<file path="src/rtl/axi_rd_arb_pkg.sv">
// Shared types and width helpers for the AXI read-channel arbiter.
// Optional statistics are enabled with AXI_RD_ARB_STATS_EN.
package axi_rd_arb_pkg;

    typedef enum logic [1:0] {
        IDLE = 2'd0,
        ADDR = 2'd1,
        DATA = 2'd2
    } state_t;

    localparam logic [1:0] FIXED = 2'b00;
    localparam logic [1:0] INCR  = 2'b01;
    localparam logic [1:0] WRAP  = 2'b10;

    // {arid, araddr, arlen[7:0], arsize[2:0], arburst[1:0]}
    function automatic int ar_w(input int id_w, input int addr_w);
        return id_w + addr_w + 13;
    endfunction

    // {rid, rdata, rresp[1:0], rlast}
    function automatic int r_w(input int id_w, input int data_w);
        return id_w + data_w + 3;
    endfunction

endpackage

</file>
<file path="src/rtl/axi_rd_arbiter_rr.sv">
// Combinational round-robin picker: first requester at or after ptr.
// Used by axi_rd_arbiter (AXI_RD_ARB_STATS_EN has no effect here).
module rr_arbiter #(
    parameter int N  = 2,
    parameter int IW = $clog2(N)
) (
    input  logic [N-1:0]  req,
    input  logic [IW-1:0] ptr,
    output logic [IW-1:0] gnt_idx,
    output logic          gnt_vld
);

    logic [IW-1:0] k;

    // Scan from the far end so the entry closest to ptr is written last.
    always_comb begin
        gnt_idx = '0;
        gnt_vld = 1'b0;
        k       = '0;
        for (int i = N - 1; i >= 0; i--) begin
            k = IW'((int'(ptr) + i) % N);
            if (req[k]) begin
                gnt_idx = k;
                gnt_vld = 1'b1;
            end
        end
    end

endmodule

</file>
<file path="src/rtl/axi_rd_arbiter.sv">
// Shares one AXI read slave between NUM_M masters, one burst at a time.
// Define AXI_RD_ARB_STATS_EN to add per-master grant counters (grant_cnt).
module axi_rd_arbiter
    import axi_rd_arb_pkg::*;
#(
    parameter int NUM_M  = 2,
    parameter int ID_W   = 4,
    parameter int ADDR_W = 32,
    parameter int DATA_W = 32
) (
    input  logic                                 aclk,
    input  logic                                 aresetn,
    input  logic [NUM_M-1:0]                     m_arvalid,
    output logic [NUM_M-1:0]                     m_arready,
    input  logic [NUM_M*ar_w(ID_W,ADDR_W)-1:0]   m_ar_bus,
    output logic [NUM_M-1:0]                     m_rvalid,
    input  logic [NUM_M-1:0]                     m_rready,
    output logic [r_w(ID_W,DATA_W)-1:0]          m_r_bus,
    output logic                                 s_arvalid,
    input  logic                                 s_arready,
    output logic [ar_w(ID_W,ADDR_W)-1:0]         s_ar_bus,
    input  logic                                 s_rvalid,
    output logic                                 s_rready,
    input  logic [r_w(ID_W,DATA_W)-1:0]          s_r_bus,
    output logic [$clog2(NUM_M)-1:0]             owner,
    output logic                                 prot_err
`ifdef AXI_RD_ARB_STATS_EN
    ,output logic [NUM_M*16-1:0]                 grant_cnt
`endif
);

    localparam int AR_W  = ar_w(ID_W, ADDR_W);
    localparam int IDX_W = $clog2(NUM_M);

    state_t            state_q, state_d;
    logic [AR_W-1:0]   ar_q;
    logic [IDX_W-1:0]  owner_q;
    logic [IDX_W-1:0]  ptr_q;
    logic              perr_q;
    logic [IDX_W-1:0]  gnt_idx;
    logic              gnt_vld;
    logic [AR_W-1:0]   ar_in [NUM_M];

    for (genvar g = 0; g < NUM_M; g++) begin : g_ar
        assign ar_in[g] = m_ar_bus[g*AR_W +: AR_W];
    end

    rr_arbiter #(.N(NUM_M), .IW(IDX_W)) u_rr (
        .req     (m_arvalid),
        .ptr     (ptr_q),
        .gnt_idx (gnt_idx),
        .gnt_vld (gnt_vld)
    );

    // State, captured AR, owner, round-robin pointer and sticky error.
    always_ff @(posedge aclk or negedge aresetn) begin
        if (!aresetn) begin
            state_q <= IDLE;
            ar_q    <= '0;
            owner_q <= '0;
            ptr_q   <= '0;
            perr_q  <= 1'b0;
        end else begin
            state_q <= state_d;
            if (state_q == IDLE && gnt_vld) begin
                ar_q    <= ar_in[gnt_idx];
                owner_q <= gnt_idx;
                ptr_q   <= (gnt_idx == IDX_W'(NUM_M - 1)) ?
                           '0 : gnt_idx + IDX_W'(1);
            end
            if (s_rvalid && state_q != DATA)
                perr_q <= 1'b1;
        end
    end

    // Next state plus grant and R-channel routing.
    always_comb begin
        state_d   = state_q;
        m_arready = '0;
        m_rvalid  = '0;
        s_rready  = 1'b0;
        s_arvalid = 1'b0;
        m_r_bus   = '0;
        unique case (state_q)
            IDLE: begin
                if (gnt_vld) begin
                    m_arready[gnt_idx] = aresetn;
                    state_d            = ADDR;
                end
            end
            ADDR: begin
                s_arvalid = 1'b1;
                if (s_arready)
                    state_d = DATA;
            end
            DATA: begin
                m_r_bus           = s_r_bus;
                s_rready          = m_rready[owner_q];
                m_rvalid[owner_q] = s_rvalid;
                if (s_rvalid && s_rready && s_r_bus[0])
                    state_d = IDLE;
            end
            default: state_d = IDLE;
        endcase
    end

    assign s_ar_bus = ar_q;
    assign owner    = owner_q;
    assign prot_err = perr_q;

`ifdef AXI_RD_ARB_STATS_EN
    for (genvar g = 0; g < NUM_M; g++) begin : g_cnt
        logic [15:0] cnt_q;

        // Saturating count of accepted addresses for master g.
        always_ff @(posedge aclk or negedge aresetn) begin
            if (!aresetn)
                cnt_q <= '0;
            else if (state_q == ADDR && s_arready &&
                     owner_q == IDX_W'(g) && cnt_q != 16'hFFFF)
                cnt_q <= cnt_q + 16'd1;
        end

        assign grant_cnt[g*16 +: 16] = cnt_q;
    end
`endif

endmodule
</file>
<file path="config.mk">
export PLATFORM = sky130hd
export DESIGN_NAME = axi_rd_arbiter
export DESIGN_NICKNAME = d
export VERILOG_FILES = /design/src/rtl/axi_rd_arb_pkg.sv /design/src/rtl/axi_rd_arbiter_rr.sv /design/src/rtl/axi_rd_arbiter.sv
export SDC_FILE = /design/constraint.sdc
export NUM_CORES = 1
export LEC_CHECK = 0
export CORE_MARGIN = 3
export CORE_UTILIZATION = 33
export DETAILED_ROUTE_END_ITERATION = 16
export GPL_ROUTABILITY_DRIVEN = 0
export PLACE_DENSITY_LB_ADDON = 0.25
export SLEW_MARGIN = 0
export SYNTH_ARGS = -nofsm -noshare
export SYNTH_HDL_FRONTEND = slang
export SYNTH_SLANG_ARGS = --single-unit
</file>
<file path="constraint.sdc">
create_clock -name aclk -period 1.6 [get_ports aclk]
set_input_delay 0.24 -clock aclk [delete_from_list [all_inputs] [get_ports aclk]]
set_output_delay 0.24 -clock aclk [all_outputs]
set_load 0.05 [all_outputs]
</file>
# --- Word-level counts from Yosys, hierarchy flattened ---
# Index checks and enable logic that the tools add are counted.
op_classes:
  addsub: 2
  multipliers: 0
  div: 0
  magnitude_cmp: 7
  n_eq_ne: 6
  shifts: 0
  muxes: 28
  bitwise_logic: 3
  n_reduce_logical: 8
op_table:
  columns: ["operator", "count"]
  rows:
  - ["49-bit two-way mux", 3]
  - ["39-bit two-way mux", 1]
  - ["1-bit two-way mux", 15]
  - ["2-bit two-way mux", 6]
  - ["1-bit by 2-bit less-than comparator with 1-bit output, second input constant", 4]
  - ["2-bit inequality test, second input constant", 4]
  - ["1-bit logical AND", 6]
  - ["2-bit case mux with 3 select lines", 1]
  - ["2-bit bitwise AND", 2]
  - ["3-bit AND reduction", 1]
  - ["1-bit adder, second input constant", 2]
  - ["1-bit demux with 1-bit select", 2]
  - ["2-bit by 1-bit equality test with 1-bit output, second input constant", 1]
  - ["2-bit equality test, second input constant", 1]
  - ["1-bit greater-or-equal comparator, second input constant", 2]
  - ["2-bit greater-or-equal comparator, second input constant", 1]
  - ["2-bit zero test", 1]
  - ["1-bit NOT with 2-bit output", 1]
totals:
  regBits: 54
  latch_bits: 0
  ram_bits: 0
  romBits: 0
  input_bits: 145
  elab_cells: 59
  mem_count: 0

# --- Depth between registers and ports, before layout ---
# Gate-level depths: netlist of the first run.
logic_depth:
  ltp_word: 12
  depth_mapped: 6
  mapped_depth_nobuf: 4

# --- Modules after synthesis ---
# A second synthesis of the first run with hierarchy kept.
unflattened:
  cells_unflattened: 287
  hier_area_um2: 2917.8
by_module_without_submodules:
  columns: ["mod", "n_inst", "cells_each", "area_per_inst_um2", "seq_area_each_um2"]
  rows:
  - ["axi_rd_arbiter", 1, 284, 2900.3, 1351.3]
  - ["rr_arbiter", 1, 3, 17.5, 0.0]

# --- Worst setup path after synthesis of the first run ---
# No wires, ideal clock.
synth_path:
  path_type: "reg2out"
  startpoint: "reg state_q[0]"
  endpoint: "out m_rvalid[0]"
  t_arrival_ps: 1564
  t_required_ps: 1360
  slack_ps: -204
  stages_incl_launch_ff: 5
  n_path_buf: 1
  path_cell_list: "dfrtp_1 > nor2b_1 > clkbuf_1 > nand2_1 > nor2_1"
synth_via:
  elab_chain_cells: 2
synth_rtl:
  columns: ["item", "line_no", "text"]
  rows:
  - ["start, declared", "axi_rd_arbiter.sv:35", "state_t state_q, state_d;"]
  - ["start signal, assigned", "axi_rd_arbiter.sv:64", "state_q <= state_d;"]
  - ["2-bit equality test", "axi_rd_arbiter.sv:84", "unique case (state_q)"]
  - ["2-bit two-way mux", "axi_rd_arbiter.sv:84", null]
  - ["end, declared", "axi_rd_arbiter.sv:16", "output logic [NUM_M-1:0] m_rvalid,"]
# No other way between the ends.

# --- Worst setup path in the final report of the first run ---
layout_path:
  startpoint: "reg state_q[0]"
  endpoint: "out m_rvalid[1]"
# Same word-level chain as after synthesis.

==> results of run 1 <==
==> logic make-up (layout without fill, tap and decap cells) <==
logic type | count (synthesis) | count (layout)
AO/OA/AOI/OAI | 55 | 55
buffers and inverters | 35 | 273
flip-flops | 54 | 54
multiplexers | 1 | 1
AND/OR/NAND/NOR | 155 | 155
==> metal layers <==
layer  global-route usage, %  wire length (um)  vias up
li1                        -                 -     1553
met5                       0                 0        -
met2                    41.3              6380      164
met4                    5.39               197        0
met1                    28.6              4720     1574
met3                    4.52               924       14
==> layout make-up <==
type                            count  area, um2
Timing Repair Buffer              264       2990
Fill cell                         617       2360
Multi-Input combinational cell    211       1450
Sequential cell                    54       1350
Tap cell                          105        131
Clock buffer                        6       72.6
Clock inverter                      1       7.51
Inverter                            2       7.51
==> report_power, final <==
| group | internal, W | total [W] | leakage [nW] | switching (W) |
|---|---|---|---|---|
| combinational | 0.00335 | 0.00831 | 1.90 | 0.00496 |
| clock | 0.000301 | 0.000724 | 0.0373 | 0.000422 |
| sequential | 0.00202 | 0.00249 | 0.662 | 0.000464 |
| total | 0.00567 | 0.0115 | 2.60 | 0.00585 |
==> final timing paths <==
kind | to | slack [ns] | start
worst max-delay path | m_rvalid[1] | -0.1 | state_q[0]
worst min-delay path | prot_err | 0.01 | aresetn
worst max register to register | s_ar_bus[7] | 0.13 | state_q[1]
worst min register to register | prot_err | 0.49 | prot_err
max in group asynchronous | s_ar_bus[43] | 0.87 | aresetn
min in group aclk | prot_err | 0.49 | prot_err
==> worst max-delay path: stages, from the launching register on <==
cell	delay (ns)
dfrtp_2	0.46
nor2b_4	0.14
buf_12	0.19
and3_1	0.22
buf_12	0.15
==> state kept, by name, indices dropped and copies added, names as in the netlist <==
name / count
ptr_q: 1
s_ar_bus: 49
owner: 1
prot_err: 1
state_q: 2
==> through the flow <==
step	hold WS, ns	setup WS (ns)	area, um2	utilization [%]
after floorplan	-0.0556	0.00931	2920	-
after global placement	0.121	-0.0356	5770	68.8
after detailed placement	0.126	-0.110	5770	68.8
after CTS	0.0173	-0.0979	5920	70.6
after global routing	0.0189	-0.181	6020	71.8
final	0.0124	-0.0952	6020	71.8
==> placed cells by master (no fill, tap or decap) <==
cell,count
a221o_1,49
buf_6,4
buf_4,64
nor2b_4,2
or2_4,1
a21o_1,2
clkbuf_1,1
and3_4,1
nor3_1,32
o21ai_0,2
nand3b_1,1
clkdlybuf4s50_1,142
dlygate4sd3_1,1
dfrtp_1,52
a21bo_2,1
buf_12,50
o21ai_4,1
and2_4,5
inv_1,2
nor3_2,17
clkbuf_8,5
and2_1,35
clkbuf_16,1
clkinvlp_4,1
dfrtp_2,2
nand2b_1,2
buf_2,2
nor2_4,1
nand2_1,54
mux2i_1,1
nor2_2,3
and3_1,1
==> repair_timing <==
| item | CTS | global route |
|---|---|---|
| hold endpoints to repair | 6 | 0 |
| endpoints found under the setup margin | 43 | 72 |
| gates cloned | 0 | 2 |
| hold buffers | 1 | 0 |
| buffers inserted | 4 | 0 |
| pin swaps | 2 | 0 |
| gates resized for setup | 11 | 15 |
==> metrics.md, run 1 <==
| Metric | Value |
|---|---|
| Status | complete, but fails checks |
| Failing checks | negative setup slack |
| Initial Utilization | 34.8% |
| Placed cell count | about 630 |
| Worst rel slew slack | 76.0% |
| Largest family of logic cells by synthesized area | simple AND/OR/NAND/NOR gates |
| Worst VDD drop | between 1 and 1.5 mV |
| Num rows | 33 |
| Clk_skew | 0.00792 ns |
| Final period util | 106% |
| Final Hold Viols | 0 |
| Final setup fails | 42 |
| Clock transition at path regs | 0.09 ns |
| Clock root buffer | clkbuf_8 |
| Die Footprint | 9990 um2 |
| Worst slew pin tran | 0.360 ns |
| Setup TNS | -2.90 ns |
| Slew Limit Fails | 0 |
| Total CTS buffers | 5 |
| Nets | 683 |
| Total GRT Usage | 23.0% |
| Mux contribution to synthesized area | 0.343% |
| CP max FO | 42 |
| Number of global-route vias before repair | about 3400 |
| Post-route insts no fill | 643 |
| Worst setup margin | -0.0952 ns |
| WS Path Type | reg -> out |
| Synth Area in Adders | 0% |
| Antenna viol nets, final | 0 |
| Synth area leaders | dfrtp_1, a221o_1, and2_1 |
| Max Freq | 590 MHz |
| Die width | 100 um |
| Mean Syn Cell Area | 9.71 um2 |
| Number of synthesized flops with an enable pin | 0 |
| Worst setup SP type | flip-flop |
| Avg WL per Cell | roughly 19 um |
| RSZ-0062 raised after global routing | true |
| CTS Sinks | 54 |
| Seq cells post-synth | 54 |
| Lkg Pwr | 2.60 nW |
| DRT Wirelength | 12200 um |
| Die Span Y | between 90 and 100 um |
| Layout cell share with drive strength beyond 1 | 29.9% |
| Synth Warn # | 0 |
| Initial drt markers | 227 |
| Grt ovf | 0 |
| Drt drc | 0 |
| Max-cap violations | 0 |
| Number of inserted diodes | 0 |
| Antenna violations before repair | 0 |
| PD cells | about 1900 nW/um2 |
| Routed via count | 3305 |
| Worst EP required | around 1.4 ns |
| Ys flop type | dfrtp_1 |
| Seq/Total Area, Yosys | 46.4% |
| TritonCTS clock tree | yes |
| FF-to-FF path depth | 6 |
| Core Box Area | 8380 um2 |
| Post-synth top cells | dfrtp_1, nand2_1, a221o_1, and2_1, nor3_1 |
| Largest net degree at the start of global routing | 52 |
| First-pass GRT wire length | around 18000 um |
| Number of H-tree levels | 2 |
| Pwr Total | 0.0115 W |
| Gate Count Post-Synth | 300 |
| Post-DP HPWL | 9310 um |
| Cell variety after synth | 21 |
| Skew-Pair Late Insertion Delay | 0.30 ns |
| Crit end category | primary output |
| Top cell type's share of synthesized area | between 40% and 50% |
| Syn_nets | about 450 |
| Post-Synth XOR/XNOR Area | 0% |
| CTS max path bufs | 2 |
| Area growth, synth to finish | 106% |
| Synth Area in Compound Gates | 18.2% |
| IO buf count | 240 |
| Router iterations before antenna repair | 4 |
| WP data arrival | 1.46 ns |
| Final Critical Period | 1.70 ns |
| Cell area after synthesis | 2910 um2 |
| Worst Hold Class | in -> async |
| Vias/cell | 5.14 |
| Synth area leader | dfrtp_1 |
| Async S/R FF share, synth | between 90% and 100% |
| Simple-Gate Fraction of Synth Area | 28.0% |
| IO Pins | 241 |
Power figures use the tool's default switching activity.
==> run 2, diff against run 1 <==
Settings changed: CAP_MARGIN from default to 5.
==> results of run 2 <==
Same layout as run 1: the final DEF is identical, and so are final timing and power.
==> run 3, diff against run 2 <==
Settings changed: CORE_UTILIZATION 33 to 25, CTS_CLUSTER_DIAMETER from default to 120.
==> run 3 against run 2 <==
The run still ends with negative setup slack left. Non-clock buffer count increased by 3. Combinational power increased by 5.9%. Sequential share of layout area decreased by 1.3 points. Global-route usage decreased by 5.5 points. Critical path depth grew 1. Utilization shrank 14 points. Final cell count grew 6.1%. Worst hold slack gained 0.45 ns. Sequential cell count stayed put. Maximum frequency is 0.67% lower. Register-to-register slack worse by 0.03 ns. Total power is 8.3% higher.
==> metrics.md, run 3 (synthesis gave the netlist of run 1 again) <==
| Metric | Value |
|---|---|
| Worst EP required | 1.36 ns |
| Final setup fails | 43 |
| Final Critical Period | roughly 1.7 ns |
| Post-DP HPWL | 8670 um |
| Routed via count | 3289 |
| CTS max path bufs | 2 |
| Slew Limit Fails | 0 |
| First-pass GRT wire length | ~18000 um |
| Max incr delay on CP | 0.44 ns |
| Core Box Area | 11100 um2 |
| TritonCTS clock tree | yes |
| WHS | 0.466 ns |
| Antenna violations before repair | 0 |
| Initial Utilization | 26.2% |
| Final period util | 107% |
| Grt ovf | 0 |
| IO Pins | 241 |
| Num rows | 38 |
| IO buf count | 240 |
| Total GRT Usage | 17.6% |
| Antenna viol nets, final | 0 |
| Die Span Y | around 110 um |
| Core Util, Final | between 50% and 60% |
| Placed cell count | 663 |
| CP max FO | 6 |
| Number of global-route vias before repair | approximately 3300 |
| Skew-Pair Late Insertion Delay | 0.29 ns |
| Worst setup SP type | flip-flop |
| Total CTS buffers | 5 |
| WP data arrival | between 1 and 1.5 ns |
| CP top delay family | flip-flops |
| Worst setup margin | -0.107 ns |
| FF-to-FF path depth | 5 |
| Max Freq | 586 MHz |
| Clock root buffer | clkbuf_16 |
| CP Cell Sequence | nor2b_4 > buf_12 > buf_12 > and3_4 > buf_12 |
| Fillers | around 960 |
| Drt drc | 0 |
| Die Footprint | 13000 um2 |
| Area growth, synth to finish | 119% |
| Failing checks | negative setup slack |
| Pwr Total | 0.0125 W |
| Most common cell after layout, fill and taps aside | clkdlybuf4s50_1 |
| Status | complete, but fails checks |
| Clock transition at path regs | 0.07 ns |
| Max-cap violations | 0 |
| Vias/cell | 4.82 |
| PD cells | roughly 2000 nW/um2 |
| Die width | 114 um |
| Hold Path Stages | 1 |
| DRT Wirelength | 12500 um |
| Layout cell share with drive strength beyond 1 | between 30% and 40% |
| Worst rel slew slack | a little over three fifths |
| Clk_skew | 0.00619 ns |
| Slowest cell on the critical path | dfrtp_2 |
| Most used cell, CP | buf_12 |
| Nets | 686 |
| CTS Sinks | 54 |
| WS Path Type | reg -> out |
| Worst VDD drop | 1.35 mV |
| Hold Crit Start | prot_err |
| RSZ-0062 raised after global routing | true |
| Worst R2R End | s_ar_bus[7] |
| Commonest cells after routing, fill and taps aside | clkdlybuf4s50_1, buf_4, nand2_1 |
| Number of H-tree levels | 2 |
| Number of inserted diodes | 0 |
| Avg WL per Cell | 18.3 um |
| Flop2flop setup slack | 0.10 ns |
| Router iterations before antenna repair | 4 |
| Largest register FFs | 49 |
| Crit end category | primary output |
| Initial drt markers | 227 |
| Lkg Pwr | around 2.8 nW |
| Worst Hold Class | reg -> reg |
| Worst min-delay path endpoint | prot_err |
| Largest net degree at the start of global routing | 45 |
| WP buf/inv | 3 |
| Worst r2r src | state_q[1] |
| Post-route insts no fill | roughly 680 |
| Worst slew pin tran | 0.557 ns |
| Final Hold Viols | 0 |
-- run 3: layer usage --
| layer | routed length (um) | GRT usage (%) | vias to the layer above |
|---|---|---|---|
| met5 | 0 | 0 | - |
| met4 | 163 | 3.88 | 0 |
| met3 | 932 | 3.45 | 12 |
| met2 | 6420 | 31.0 | 149 |
| met1 | 4940 | 22.2 | 1563 |
| li1 | - | - | 1565 |
-- run 3: stage by stage --
step | setup TNS (ns) | setup WS [ns] | cell area (um2)
after floorplan | 0 | 0.00931 | 2920
after global placement | -0.709 | -0.0251 | 5830
after detailed placement | -1.97 | -0.0655 | 5830
after CTS | -2.80 | -0.0942 | 6180
after global routing | -5.44 | -0.161 | 6400
final | -3.25 | -0.107 | 6400
-- run 3: worst max-delay path by stage --
| stage | from | endpoint | slack [ns] | cells past startpoint |
|---|---|---|---|---|
| 3_5_place_dp | m_arvalid[0] | s_ar_bus[15] | -0.07 | 5 |
| 5_1_grt | state_q[0] | m_rvalid[1] | -0.16 | 5 |
| 4_1_cts | state_q[0] | m_r_bus[8] | -0.09 | 5 |
| 6_report | state_q[0] | m_rvalid[1] | -0.11 | 5 |
| 2_1_floorplan | state_q[0] | m_rvalid[0] | 0.009 | 4 |
| 3_3_place_gp | m_arvalid[0] | s_ar_bus[26] | -0.03 | 5 |
-- run 3: power breakdown --
group,leakage [nW],internal [W],total (W),switching [W]
Combinational,2.02,0.00369,0.00880,0.00511
Sequential,0.662,0.00203,0.00246,0.000433
Clock,0.0781,0.000741,0.00121,0.000474
-- run 3: layout make-up --
cell class	instances	area, um2	area share, %
repair buffers	267	3110	48.6
well taps	140	175	2.74
inverters	2	7.51	0.117
clock buffers	7	133	2.07
multi-input cells	211	1590	24.8
clock inverters	1	30.0	0.469
flip-flops and latches	54	1350	21.2
-- run 3: timing repair --
action / CTS / global route
hold buffers: 1 / 0
resized for setup: 34 / 35
setup buffers: 4 / 1
hold endpoints to repair: 10 / 0
cloned: 2 / 4
endpoints found under the setup margin: 43 / 58
pin swaps: 1 / 11
==> variant 1: new RTL, settings of run 2 <==
Encoding of `state_t`: now one-hot (3 bits for 3 states).
--- a/src/rtl/axi_rd_arb_pkg.sv
+++ b/src/rtl/axi_rd_arb_pkg.sv
@@ -2,10 +2,10 @@
 // Optional statistics are enabled with AXI_RD_ARB_STATS_EN.
 package axi_rd_arb_pkg;
 
-    typedef enum logic [1:0] {
-        IDLE = 2'd0,
-        ADDR = 2'd1,
-        DATA = 2'd2
+    typedef enum logic [2:0] {
+        IDLE = 3'b001,
+        ADDR = 3'b010,
+        DATA = 3'b100
     } state_t;
 
     localparam logic [1:0] FIXED = 2'b00;
Check against the original RTL: same outputs for any inputs over 4 cycles, from zero or initial values and one cycle with aresetn low; so few cycles prove little.
==> variant 1 against run 2 <==
Combinational power fell by 15%. Final area rose by 3.9%. Routed wire length rose by 8.5%. Die area barely moved. Clock power rose by 33%. Non-clock buffer count rose by 8. Critical path depth did not move. The flow still finishes with violations (setup timing). Total power fell by 8.8%. Sequential cell count rose by 1. Worst setup slack got worse by 0.29 ns. Synthesized area barely moved.
==> variant 1: results (changes against run 2) <==
Run status: complete, but fails checks
Violated checks: setup timing
Avg WL per Cell: 20.30 µm (+6.9%)
Post-synth top cells: dfrtp_1, nand2_1, a221o_1, nor3_1, and2_1
Crit-path slowest cell: dfstp_2
Vias: 3473 (+5.1%)
Sequential area share after synthesis: 47.23% (+0.86 points)
CP Capture Point: m_arready[1]
Hold WC Path Type: in -> reg
Largest net degree at the start of global routing: 50 (-3.8%)
Final setup fails: 94 (+120%)
CP delay by family, top: simple AND/OR/NAND/NOR gates
Design Power: 0.01050 W (-8.8%)
CTS Sinks: 55 (+1.9%)
Worst-Margin Slew: 0.5887 ns (+0.2288 ns)
Clk tree area frac: 1.841% (+0.51 points)
Syn Nets: 446 (+0.22%)
Layout cells sized above 1: 34.67% (+4.7 points)
Fillers: 568 (-7.9%)
Gate Count Post-Synth: 301 (+0.33%)
Reg2Reg Setup Slack: -0.16 ns (-0.29 ns)
TNS Setup: -20.39 ns (-17.49 ns)
Slack of the critical path: -0.3816 ns (-0.2864 ns)
Worst flop-to-flop path endpoint: s_ar_bus[17]
Peak supply drop: 0.0009807 V (-6.5%)
Switching Power: 0.005154 W (-12%)
Worst Setup SP: state_q[0]
## variant 1: cell types whose count changed after synthesis, sizes merged, moves of 2 or more
cell | run 2 | this run
nand2b | 2 | 0
nor3b | 0 | 4
nor2 | 4 | 1
buf | 21 | 15
clkbuf | 12 | 18
## variant 1: how the worst min path moves through the flow
stage	from	end	slack [ns]
after floorplan	aresetn	owner	-0.06
after global placement	aresetn	ptr_q	0.12
after detailed placement	aresetn	ptr_q	0.12
after CTS	m_arvalid[1]	state_q[1]	0.43
after global routing	s_arready	state_q[2]	0.48
final	m_arvalid[1]	state_q[1]	0.47
## variant 1: kinds of logic (layout without fill, tap and decap cells)
logic type	Yosys count	in the layout	share of synthesized area (%)
buffers and inverters	35	282	7.293
flip-flops	55	55	47.23
AND/OR/NAND/NOR	155	155	27.03
multiplexers	1	1	0.3432
AO/OA/AOI/OAI	55	55	18.10
## variant 1: timing repair
item / CTS / global route
endpoints found under the setup margin: 94 / 96
buffers inserted: 1 / 4
pin swaps: 2 / 5
hold endpoints to repair: 7 / 0
gates cloned: 0 / 7
hold buffers: 2 / 0
gates resized for setup: 9 / 33
## variant 1: metal layers
layer  part of all wire [%]  vias to the layer above  GRT usage, %
li1                       -                     1587             -
met1                     36                     1680         28.19
met2                     52                      190         43.66
met3                     10                       16         8.548
met4                    1.9                        0         4.974
met5                      0                        -             0
## variant 1: stage by stage
stage	cell area, µm²	utilization (%)	hold WS, ns	worst slack [ns]
3_5_place_dp	5843	69.71	0.1245	-0.1970
4_1_cts	6025	71.88	0.4262	-0.4111
2_1_floorplan	2989	-	-0.05559	-0.2220
5_1_grt	6254	74.61	0.4846	-0.4449
3_3_place_gp	5843	69.71	0.1180	-0.1415
6_report	6254	74.61	0.4697	-0.3816
==> variant 2: new RTL, config.mk and constraints of run 2 <==
Made on the original files. Set the parameter `ADDR_W` to 48 (it was 32).
--- a/src/rtl/axi_rd_arbiter.sv
+++ b/src/rtl/axi_rd_arbiter.sv
@@ -5,7 +5,7 @@
 #(
     parameter int NUM_M  = 2,
     parameter int ID_W   = 4,
-    parameter int ADDR_W = 32,
+    parameter int ADDR_W = 48,
     parameter int DATA_W = 32
 ) (
     input  logic                                 aclk,
Ports: changed (resized m_ar_bus and s_ar_bus); port bits go from 241 to 289. The function was not compared with the original's and may differ.
==> variant 2 against run 2 <==
The run still ends with setup timing left. Die area rose by 21%. Largest power group unchanged. Synthesized area grew 23%. First-iteration DRC count rose by 35%. Global-route usage grew 1.8 points. Sequential cell count grew 16. Count of clock-buffer cells in the layout is 3 higher. Total power increased by 30%. Synthesized cell count up 24%. Routed wire length rose by 33%. Final area rose by 23%. Worst setup slack got worse by 0.072 ns. Combinational power grew 22%.
==> variant 2: results (changes against run 2) <==
Met1 WL: 5937 µm (+26%)
Peak supply drop: 0.001087 V (+3.6%)
FF-to-FF path depth: 5 (-1)
Clock latency at the later pin of the worst-skew pair: 0.35 ns (+0.05 ns)
Vias in the first global route: 4042 (+19%)
Final setup fails: 43 (+2.4%)
Routed wl met2: 8637 µm (+35%)
Final Skew: 0.009124 ns (+0.001203 ns)
Dpl hpwl: 11980 µm (+29%)
Violated checks: setup timing
GR Util All Layers: 24.86% (+1.8 points)
Lkg Pwr: 3.207 nW (+23%)
NumNets Final: 830 (+22%)
Syn avg cell area: 9.599 µm² (-1.2%)
Largest cells by area after synthesis: dfrtp_1, a221o_1, nor3_1, nand2_1, and2_1
Worst Hold Depth: 4
Fillers: 770 (+25%)
Sequential area share after synthesis: 49.05% (+2.7 points)
Non-Filler Instances: 794 (+23%)
Largest net degree at the start of global routing: 56 (+7.7%)
Run status: complete, but fails checks
Buffers added on ports: 288 (+20%)
Place WS: -0.1135 ns (-0.003934 ns)
Drt first pass iters: 5 (+1)
YS warnings: 0 (unchanged)
Syn Nets: 549 (+23%)
Yosys cell types: 23 (+9.5%)
Crit-path slowest cell: dfrtp_2
# H-tree levels: 3 (+1)
CP arrival: 1.53 ns (+0.07 ns)
Num CTS Buffers: 9 (+4)
Placed Cells: 771 (+23%)
Max reg flops: 65 (+33%)
Met3 Wirelength: 1344 µm (+45%)
Vias: 4288 (+30%)
Hold WC Path Type: in -> reg
Post-synth top cells: dfrtp_1, nand2_1, a221o_1, nor3_1, and2_1
First-pass GRT wire length: 22830 µm (+26%)
Worst-Margin Slew: 0.7345 ns (+0.3746 ns)
Layout cells sized above 1: 31.16% (+1.2 points)
Slack of the critical path: -0.1676 ns (-0.07246 ns)
Total Wirelength: 16240 µm (+33%)
-- variant 2: cell types whose count changed in the layout (fill, tap and decap cells not counted), moves of 16 or more --
cell and delta:
a221o_1 +16, dfrtp_1 +16, clkdlybuf4s50_1 +32, nand2_1 +16
-- variant 2: cells by family after synthesis --
family                 after synthesis  share of synthesized area [%]
AO/OA/AOI/OAI                       71                          19.34
flip-flops                          70                          49.05
buffers and inverters               43                          5.992
AND/OR/NAND/NOR                    187                          25.33
multiplexers                         1                         0.2803
-- variant 2: layout make-up --
| class | instances | area [µm²] | area share (%) |
|---|---|---|---|
| Sequential cell | 70 | 1754 | 23.63 |
| Multi-Input combinational cell | 259 | 1805 | 24.32 |
| Timing Repair Buffer | 311 | 3456 | 46.55 |
| Clock inverter | 7 | 106.4 | 1.433 |
| Clock buffer | 9 | 123.9 | 1.669 |
| Tap cell | 136 | 170.2 | 2.292 |
| Inverter | 2 | 7.507 | 0.1011 |
-- variant 2: metal layers --
layer | up-vias | GRT usage (%)
met4 | 0 | 6.589
met3 | 25 | 6.872
met5 | - | 0
met1 | 2107 | 28.43
met2 | 232 | 45.36
li1 | 1924 | -
-- variant 2: path summary, 6_finish.rpt --
| check | start | end | slack (ns) |
|---|---|---|---|
| setup / recovery | state_q[0] | m_rvalid[0] | -0.17 |
| hold / removal | m_arvalid[1] | s_ar_bus[19] | 0.42 |
| setup reg to reg | state_q[1] | s_ar_bus[37] | 0.01 |
| hold reg to reg | prot_err | prot_err | 0.49 |
| max in group asynchronous | aresetn | state_q[0] | 0.58 |
| min in group asynchronous | aresetn | state_q[1] | 0.51 |
-- variant 2: what timing repair did --
action / CTS / global route
endpoints found under the setup margin: 44 / 78
cloned: 0 / 1
endpoints found under the hold margin: 15 / 0
setup buffers: 2 / 2
resized for setup: 10 / 42
pin swaps: 1 / 2
hold buffers: 2 / 0
-- variant 2: stage by stage --
stage	TNS, ns	area [µm²]	util [%]	hold WS (ns)	power (W)
2_1_floorplan	0	3580	-	-0.05559	0.009018
3_3_place_gp	-1.217	6929	66.52	0.1383	0.01267
3_5_place_dp	-4.343	6929	66.52	0.1384	0.01285
4_1_cts	-6.178	7223	69.35	0.4190	0.01463
5_1_grt	-9.582	7423	71.27	0.4562	0.01556
6_report	-5.267	7423	71.27	0.4215	0.01497
-- variant 2: worst min-delay path, delay by kind of cell --
kind / cells / cell delay (ns)
AO/OA/AOI/OAI: 1 / 0.13
buffers and inverters: 1 / 0.17
AND/OR/NAND/NOR: 2 / 0.21
-- variant 2: power by group --
part | leakage (nW) | internal (W) | switching [W] | total [W]
combinational | 2.23 | 0.00394 | 0.00614 | 0.0101
clock | 0.116 | 0.000902 | 0.000770 | 0.00167
sequential | 0.859 | 0.00263 | 0.000586 | 0.00321
